File: src/rtl/regfile_wb_arbiter_if.sv
// Writeback bus between the two requesters (ALU, load unit), the issue-stage
// reservation port and the regfile write port.
interface regfile_wb_arbiter_if #(
  parameter int DATA_WIDTH = 32,
  parameter int ADDR_WIDTH = 5
);
  localparam int NUM_REGS = 2 ** ADDR_WIDTH;

  logic                  req_valid0;
  logic                  req_ready0;
  logic [ADDR_WIDTH-1:0] req_addr0;
  logic [DATA_WIDTH-1:0] req_data0;
  logic                  req_valid1;
  logic                  req_ready1;
  logic [ADDR_WIDTH-1:0] req_addr1;
  logic [DATA_WIDTH-1:0] req_data1;
  logic                  reserve;
  logic [ADDR_WIDTH-1:0] reserve_addr;
  logic [NUM_REGS-1:0]   busy;
  logic [ADDR_WIDTH-1:0] write_register;
  logic [DATA_WIDTH-1:0] write_data;
  logic                  reg_write;

  modport slave (
    input  req_valid0, req_addr0, req_data0,
    input  req_valid1, req_addr1, req_data1,
    input  reserve, reserve_addr,
    output req_ready0, req_ready1, busy,
    output write_register, write_data, reg_write
  );

  modport master (
    output req_valid0, req_addr0, req_data0,
    output req_valid1, req_addr1, req_data1,
    output reserve, reserve_addr,
    input  req_ready0, req_ready1, busy,
    input  write_register, write_data, reg_write
  );
endinterface

File: src/rtl/regfile_wb_arbiter.sv
// Round-robin arbiter sharing the regfile write port between ALU (0) and load
// unit (1), with a busy scoreboard of destination registers awaiting writeback.
module regfile_wb_arbiter #(
  parameter int DATA_WIDTH = 32,
  parameter int ADDR_WIDTH = 5
) (
  input  logic                 clk,
  input  logic                 rst_n,
  regfile_wb_arbiter_if.slave  bus
);
  localparam int NUM_REGS = 2 ** ADDR_WIDTH;

  logic                  last_grant;
  logic                  grant0;
  logic                  grant1;
  logic [NUM_REGS-1:0]   busy_q;
  logic [NUM_REGS-1:0]   busy_nxt;
  logic [NUM_REGS-1:0]   clr_mask;
  logic [NUM_REGS-1:0]   set_mask;
  logic [ADDR_WIDTH-1:0] wr_addr_q;
  logic [DATA_WIDTH-1:0] wr_data_q;
  logic                  wr_en_q;
  logic [ADDR_WIDTH-1:0] gnt_addr;
  logic [DATA_WIDTH-1:0] gnt_data;

  // On a tie the requester that did not win last time goes; readys are
  // suppressed while reset is asserted.
  always_comb begin
    grant0 = rst_n && bus.req_valid0 && (!bus.req_valid1 || last_grant);
    grant1 = rst_n && bus.req_valid1 && (!bus.req_valid0 || !last_grant);
  end

  assign bus.req_ready0 = grant0;
  assign bus.req_ready1 = grant1;

  always_comb begin
    gnt_addr = grant1 ? bus.req_addr1 : bus.req_addr0;
    gnt_data = grant1 ? bus.req_data1 : bus.req_data0;
  end

  // Reserve is applied after the clear so a same-edge reserve wins; r0 never busy.
  always_comb begin
    clr_mask = '0;
    set_mask = '0;
    if (grant0 || grant1) clr_mask[gnt_addr] = 1'b1;
    if (bus.reserve) set_mask[bus.reserve_addr] = 1'b1;
    busy_nxt    = (busy_q & ~clr_mask) | set_mask;
    busy_nxt[0] = 1'b0;
  end

  always_ff @(posedge clk or negedge rst_n) begin
    if (!rst_n) begin
      last_grant <= 1'b1;
      busy_q     <= '0;
      wr_addr_q  <= '0;
      wr_data_q  <= '0;
      wr_en_q    <= 1'b0;
    end else begin
      busy_q <= busy_nxt;
      if (grant0 || grant1) begin
        last_grant <= grant1;
        wr_addr_q  <= gnt_addr;
        wr_data_q  <= gnt_data;
        wr_en_q    <= (gnt_addr != '0);
      end else begin
        wr_en_q <= 1'b0;
      end
    end
  end

  assign bus.busy           = busy_q;
  assign bus.write_register = wr_addr_q;
  assign bus.write_data     = wr_data_q;
  assign bus.reg_write      = wr_en_q;
endmodule

File: src/flat_wrapper.sv
// flat-port wrapper written by rule: the top's interface ports become plain ports
module regfile_wb_arbiter_flat 
#(
  parameter int DATA_WIDTH = 32,
  parameter int ADDR_WIDTH = 5
)
  (clk, rst_n, bus_req_valid0, bus_req_addr0, bus_req_data0, bus_req_valid1, bus_req_addr1, bus_req_data1, bus_reserve, bus_reserve_addr, bus_req_ready0, bus_req_ready1, bus_busy, bus_write_register, bus_write_data, bus_reg_write);
  regfile_wb_arbiter_if #(.DATA_WIDTH(DATA_WIDTH), .ADDR_WIDTH(ADDR_WIDTH)) bus_i ();
  input  logic clk;
  input  logic rst_n;
  input wire logic [$bits(bus_i.req_valid0)-1:0] bus_req_valid0;
  input wire logic [$bits(bus_i.req_addr0)-1:0] bus_req_addr0;
  input wire logic [$bits(bus_i.req_data0)-1:0] bus_req_data0;
  input wire logic [$bits(bus_i.req_valid1)-1:0] bus_req_valid1;
  input wire logic [$bits(bus_i.req_addr1)-1:0] bus_req_addr1;
  input wire logic [$bits(bus_i.req_data1)-1:0] bus_req_data1;
  input wire logic [$bits(bus_i.reserve)-1:0] bus_reserve;
  input wire logic [$bits(bus_i.reserve_addr)-1:0] bus_reserve_addr;
  output wire logic [$bits(bus_i.req_ready0)-1:0] bus_req_ready0;
  output wire logic [$bits(bus_i.req_ready1)-1:0] bus_req_ready1;
  output wire logic [$bits(bus_i.busy)-1:0] bus_busy;
  output wire logic [$bits(bus_i.write_register)-1:0] bus_write_register;
  output wire logic [$bits(bus_i.write_data)-1:0] bus_write_data;
  output wire logic [$bits(bus_i.reg_write)-1:0] bus_reg_write;
  assign bus_i.req_valid0 = bus_req_valid0;
  assign bus_i.req_addr0 = bus_req_addr0;
  assign bus_i.req_data0 = bus_req_data0;
  assign bus_i.req_valid1 = bus_req_valid1;
  assign bus_i.req_addr1 = bus_req_addr1;
  assign bus_i.req_data1 = bus_req_data1;
  assign bus_i.reserve = bus_reserve;
  assign bus_i.reserve_addr = bus_reserve_addr;
  assign bus_req_ready0 = bus_i.req_ready0;
  assign bus_req_ready1 = bus_i.req_ready1;
  assign bus_busy = bus_i.busy;
  assign bus_write_register = bus_i.write_register;
  assign bus_write_data = bus_i.write_data;
  assign bus_reg_write = bus_i.reg_write;
  regfile_wb_arbiter #(.DATA_WIDTH(DATA_WIDTH), .ADDR_WIDTH(ADDR_WIDTH)) u_core (.clk(clk), .rst_n(rst_n), .bus(bus_i));
endmodule
File: config.mk
export PLATFORM = sky130hd
export DESIGN_NAME = regfile_wb_arbiter_flat
export DESIGN_NICKNAME = d
export VERILOG_FILES = /design/src/rtl/regfile_wb_arbiter_if.sv /design/src/rtl/regfile_wb_arbiter.sv /design/src/flat_wrapper.sv
export SDC_FILE = /design/constraint.sdc
export NUM_CORES = 1
export LEC_CHECK = 0
export ABC_AREA = 1
export BUFFER_PORTS_ARGS = -buffer_cell sky130_fd_sc_hd__buf_2
export CAP_MARGIN = 25
export CORE_MARGIN = 4
export CORE_UTILIZATION = 47
export DETAILED_ROUTE_END_ITERATION = 8
export PLACE_DENSITY = 0.88
export SETUP_SLACK_MARGIN = 0.15
export SYNTH_ARGS = -nofsm -noshare
export SYNTH_HDL_FRONTEND = slang
export SYNTH_SLANG_ARGS = --single-unit
File: constraint.sdc
create_clock -name clk -period 1.84 [get_ports clk]
set_input_delay 0.368 -clock clk [delete_from_list [all_inputs] [get_ports clk]]
set_output_delay 0.368 -clock clk [all_outputs]
set_load 0.05 [all_outputs]
-- After elaboration in Yosys (flattened, before gate mapping)
Cells that the tools add are included.
- mux-type cells: 9
- $lt $le $gt $ge: 4
- bitwise operators: 3
- reductions and logical operators: 13
- operators with widths (kind ; count):
    2-to-1 mux 32 bit ; 3
    AND 32 bit ; 1
    NOT 32 bit ; 1
    bitwise OR 32 bit ; 1
    < comparator 5 x 6 -> 1 bit, second input constant ; 2
    demux 1 bit (select 5 bit) ; 2
    greater-or-equal comparator 5 x 1 -> 1 bit, second input constant ; 2
    logical AND 1 bit ; 6
    2-to-1 mux 5 bit ; 1
    nonzero test 5 bit ; 1
    zero test 1 bit ; 3
    logical OR 1 bit ; 3
    2-to-1 mux 1 bit ; 3
- bits in registers: 70
- input port bits: 84

-- Longest topological paths before layout
- depth in word-level cells: 12
- depth in mapped cells: 11
- depth with buffers taken out: 10

-- Least setup slack after synthesis
No wires, ideal clock.
- path type: reg-to-output
- start point: register u_core.last_grant
- end point: output bus_req_ready0
- setup slack: 0.130 ns
- cell stages (with the launch flop): 3
- buffers on the path: 0
- data required time: 1.472 ns
- data arrival time: 1.342 ns
- cell sequence: dfstp_2 -> inv_1 -> a21oi_1
- longest elaborated chain between the ends: 2
- RTL lines (what ; RTL line ; RTL):
    start, declared ; regfile_wb_arbiter.sv:13 ; logic last_grant;
    start signal, assigned ; regfile_wb_arbiter.sv:61 ; last_grant <= grant1;
    logical OR 1 bit ; regfile_wb_arbiter.sv:29 ; grant0 = rst_n && bus.req_valid0 && (!bus.req_valid1 || last_grant);
    logical AND 1 bit ; regfile_wb_arbiter.sv:29 ;
    end, declared ; flat_wrapper.sv:19 ; output wire logic [$bits(bus_i.req_ready0)-1:0] bus_req_ready0;
Every way passes these cells.

-- Worst setup path after layout
- start point: register u_core.last_grant
- end point: output bus_req_ready1
- longest elaborated chain between the ends: 3
- RTL lines (what ; RTL line ; RTL):
    zero test 1 bit ; regfile_wb_arbiter.sv:30 ; grant1 = rst_n && bus.req_valid1 && (!bus.req_valid0 || !last_grant);
    logical OR 1 bit ; regfile_wb_arbiter.sv:30 ;
    logical AND 1 bit ; regfile_wb_arbiter.sv:30 ;
    end, declared ; flat_wrapper.sv:20 ; output wire logic [$bits(bus_i.req_ready1)-1:0] bus_req_ready1;
Every way passes these cells.

==> impl_metrics.env <==
export IMPL_achievable_frequency_mhz=593
export IMPL_skew_ns=0.00810
export IMPL_globalRouteTotalUtil_pct=23.8
export IMPL_preCtsSetupSlack_ns=0.168
export IMPL_antenna_violations_before_repair=0
export IMPL_rsz_0062_raised_after_global_routing="yes"
export IMPL_synth_mux_area_fraction_pct=0
export IMPL_combinational_family_with_the_most_area_after_synthesis="simple AND/OR/NAND/NOR gates"
export IMPL_power_frac_comb_pct=42.3
export IMPL_mappedNetlistNets=514
export IMPL_dr_first_iter_drc_count=220
export IMPL_start_util_pct=49.4
export IMPL_detailroute_via_count=3526
export IMPL_netlist_cell_type_count=25
export IMPL_setup_worst_path_start_class="flop"
export IMPL_maxCapViolCount=0
export IMPL_share_of_total_power_in_sequential_cells_pct=37.8
export IMPL_diodes_inserted=0
export IMPL_multiInputGateArea_um2=1580
export IMPL_pin_count_of_the_biggest_net_entering_global_routing=66
export IMPL_count_of_final_hold_check_violations=0
export IMPL_io_buffer_count=154
export IMPL_compound_gate_fraction_of_synth_area_pct=7.14
export IMPL_yosysWarnings=0
export IMPL_final_max_slew_viol_count=0
export IMPL_post_cts_hold_buffer_count=0
export IMPL_grt_pass1_vias=3422
export IMPL_floorplan_io_pins=156
export IMPL_synth_seq_cells=70
export IMPL_nFillCells=596
export IMPL_tritoncts="yes"
export IMPL_critical_path_arrival_ns=1.32
export IMPL_critical_path_required_ns=1.47
export IMPL_cts_htree_levels=3
export IMPL_layout_area_overhead_vs_synth_pct=33.6
export IMPL_p_sw_uw=2580
export IMPL_netlist_top_cells_area="sky130_fd_sc_hd__dfrtp_1, sky130_fd_sc_hd__nand2_1, sky130_fd_sc_hd__a31oi_1, sky130_fd_sc_hd__nor2_1, sky130_fd_sc_hd__nor2_4"
export IMPL_critical_path_max_fanout=10
export IMPL_post_dp_hpwl_um=7620
export IMPL_tritoncts_num_buffers=9
export IMPL_ant_nets=0
export IMPL_syn_area_um2=3450
export IMPL_yosysSeqAreaShare_pct=50.8
export IMPL_setup_reg_to_reg_worst_slack_ns=0.21
export IMPL_max_slew_margin_rel_pct=53.9
export IMPL_buffers_from_clock_root_to_sink_at_most=2
export IMPL_grt_residual_overflow=0
export IMPL_rows=30
export IMPL_gp_congestion=0.908
export IMPL_final_layout_size_suffix_gt1_share_pct=38.0
export IMPL_timing_critical_path_to_type="primary output"
export IMPL_syn_mean_instance_area_um2=8.03
export IMPL_leakage_uw=0.00240
export IMPL_clock_insertion_delay_worst_skew_ns=0.35
export IMPL_run_status="complete, no violations"
export IMPL_number_of_sinks_handled_by_clock_tree_synthesis=70
export IMPL_netlist_instances=430
export IMPL_worst_case_vdd_ir_drop_v=0.000495
export IMPL_p_int_uw=2870
export IMPL_fp_dieW_um=93.7
export IMPL_routed_wire_length_per_instance_um=14.9
export IMPL_post_route_worst_setup_slack_ns=0.154
export IMPL_post_route_util_pct=66.0
export IMPL_worstSetupPathType="flop to primary output"
export IMPL_totalNegativeSetupSlack_ns=0
export IMPL_floorplan_core_area_um2=6980
export IMPL_holdCritPathClass="input port to asynchronous set/reset pin"
export IMPL_max_slew_worst_pin_slew_ns=0.689
export IMPL_cts_root_buf="sky130_fd_sc_hd__clkbuf_8"
export IMPL_seq_area_um2=1750
export IMPL_setup_violations=0
export IMPL_synthXorXnorAreaFrac_pct=0
export IMPL_synth_simple_gate_area_share_pct=37.3
export IMPL_layout_min_cycle_time_ns=1.69
export IMPL_drt_wl_total_um=10400
export IMPL_synthDominantCellAreaShare_pct=50.0
export IMPL_sw_frac_of_total_pct=47.3
export IMPL_synthDominantAreaCellType="sky130_fd_sc_hd__dfrtp_1"
export IMPL_die_h_um=93.7
export IMPL_finish_net_count=677
export IMPL_layout_worst_path_cycle_share_pct=91.6
export IMPL_drt_via_density=5.08
export IMPL_clockPowerShare_pct=19.9
export IMPL_path_clk_slew_ns=0.08
export IMPL_drt_first_pass_iters=4
export IMPL_synth_adder_area_share_pct=0
export IMPL_die_area_um2=8780
export IMPL_power_density_nw_per_um2=1180
export IMPL_grt_pass1_wl_um=16400
export IMPL_remaining_routing_drc_violations=0
==> final cells by class <==
| type | count | share of cell area (%) |
|---|---|---|
| clock buffers | 10 | 2.77 |
| clock inverters | 6 | 0.841 |
| inverters | 19 | 1.76 |
| multi-input cells | 326 | 34.3 |
| flip-flops and latches | 70 | 38.0 |
| well taps | 96 | 2.61 |
| repair buffers | 167 | 19.7 |
==> cell usage after synthesis <==
| cell type | number |
|---|---|
| sky130_fd_sc_hd__nand3b_1 | 2 |
| sky130_fd_sc_hd__nand2_1 | 207 |
| sky130_fd_sc_hd__dfstp_2 | 1 |
| sky130_fd_sc_hd__conb_1 | 1 |
| sky130_fd_sc_hd__o21ai_4 | 1 |
| sky130_fd_sc_hd__dfrtp_1 | 69 |
| sky130_fd_sc_hd__clkbuf_1 | 3 |
| sky130_fd_sc_hd__nand3_2 | 1 |
| sky130_fd_sc_hd__nand2_2 | 5 |
| sky130_fd_sc_hd__buf_2 | 8 |
| sky130_fd_sc_hd__nor2_4 | 11 |
| sky130_fd_sc_hd__a31oi_1 | 32 |
| sky130_fd_sc_hd__a21oi_1 | 2 |
| sky130_fd_sc_hd__nor2_1 | 34 |
| sky130_fd_sc_hd__nand2_8 | 1 |
| sky130_fd_sc_hd__o21ai_0 | 4 |
| sky130_fd_sc_hd__clkinv_4 | 1 |
| sky130_fd_sc_hd__nor2_2 | 1 |
| sky130_fd_sc_hd__inv_2 | 2 |
| sky130_fd_sc_hd__nand3_1 | 5 |
| sky130_fd_sc_hd__inv_1 | 16 |
| sky130_fd_sc_hd__nand2_4 | 9 |
| sky130_fd_sc_hd__nor3_1 | 10 |
| sky130_fd_sc_hd__buf_4 | 3 |
| sky130_fd_sc_hd__buf_6 | 1 |
==> registers in the layout, indices dropped and copies added, names as in the netlist <==
register and cells:
u_core.bus.write_data 32, u_core.bus.busy 31, u_core.bus.write_register 5, u_core.bus.reg_write 1
u_core.last_grant 1
==> critical path, stage by stage, from the launching register on <==
cell and delay [ns]:
sky130_fd_sc_hd__dfstp_2 0.56, sky130_fd_sc_hd__nand2_4 0.09, sky130_fd_sc_hd__nand2_8 0.11, sky130_fd_sc_hd__inv_6 0.06, sky130_fd_sc_hd__buf_8 0.15
==> through the flow <==
step                      cells  total power, µW  hold WS [ns]  area (µm²)
after global routing        694             5710        0.0823        4610
after floorplan             430             3710        0.0724        3460
after CTS                   692             5440        0.0721        4540
after global placement      673             4300         0.432        4340
after detailed placement    673             4350         0.441        4340
final                       694             5450        0.0695        4610
==> placed cells by master (no fill, tap or decap), drive strengths merged <==
| cell type | count |
|---|---|
| conb | 1 |
| clkinvlp | 2 |
| inv | 18 |
| nand2 | 222 |
| buf | 167 |
| dfrtp | 69 |
| clkinv | 5 |
| dfstp | 1 |
| nand3b | 2 |
| a21oi | 2 |
| a31oi | 32 |
| nand3 | 6 |
| nor3 | 10 |
| o21ai | 5 |
| nor2 | 46 |
| clkbuf | 10 |
==> what timing repair did <==
| action | in CTS | in global routing |
|---|---|---|
| cloned | 0 | 0 |
| hold endpoints to repair | 0 | 0 |
| endpoints found under the setup margin | 2 | 29 |
| setup buffers | 3 | 2 |
| gates resized for setup | 5 | 18 |
| pin swaps | 1 | 17 |
==> cell families (layout without fill, tap and decap cells) <==
logic type	count (synthesis)	count (layout)
AO/OA/AOI/OAI	39	39
buffers and inverters	34	202
flip-flops	70	70
other	1	1
AND/OR/NAND/NOR	286	286
==> final timing paths <==
check,cells past startpoint,to,startpoint
max,4,bus_req_ready1,u_core.last_grant$_DFFE_PN1P_
max in group asynchronous,2,u_core.bus.write_data[24]$_DFFE_PN0P_,rst_n
max reg2reg,7,u_core.bus.busy[25]$_DFF_PN0_,u_core.last_grant$_DFFE_PN1P_
min,2,u_core.bus.busy[27]$_DFF_PN0_,rst_n
min reg2reg,2,u_core.bus.busy[12]$_DFF_PN0_,u_core.bus.busy[12]$_DFF_PN0_
min in group clk,3,u_core.bus.write_data[8]$_DFFE_PN0P_,bus_req_data1[8]
==> layer usage <==
metal	part of all wire (%)	vias up	global-route usage, %
met5	0	-	0
met4	2.5	0	9.27
met3	6.7	28	4.41
met2	52	157	40.3
met1	39	1659	30.0
li1	-	1682	-
==> power groups by stage <==
stage | combinational [µW] | clock, µW | sequential, µW
after detailed placement | 2280 | 0 | 2070
after floorplan | 510 | 0 | 3200
after global placement | 2230 | 0 | 2070
after CTS | 2290 | 1100 | 2050
after global routing | 2440 | 1180 | 2090
final | 2310 | 1080 | 2060
(Power assumes the default switching activity.)
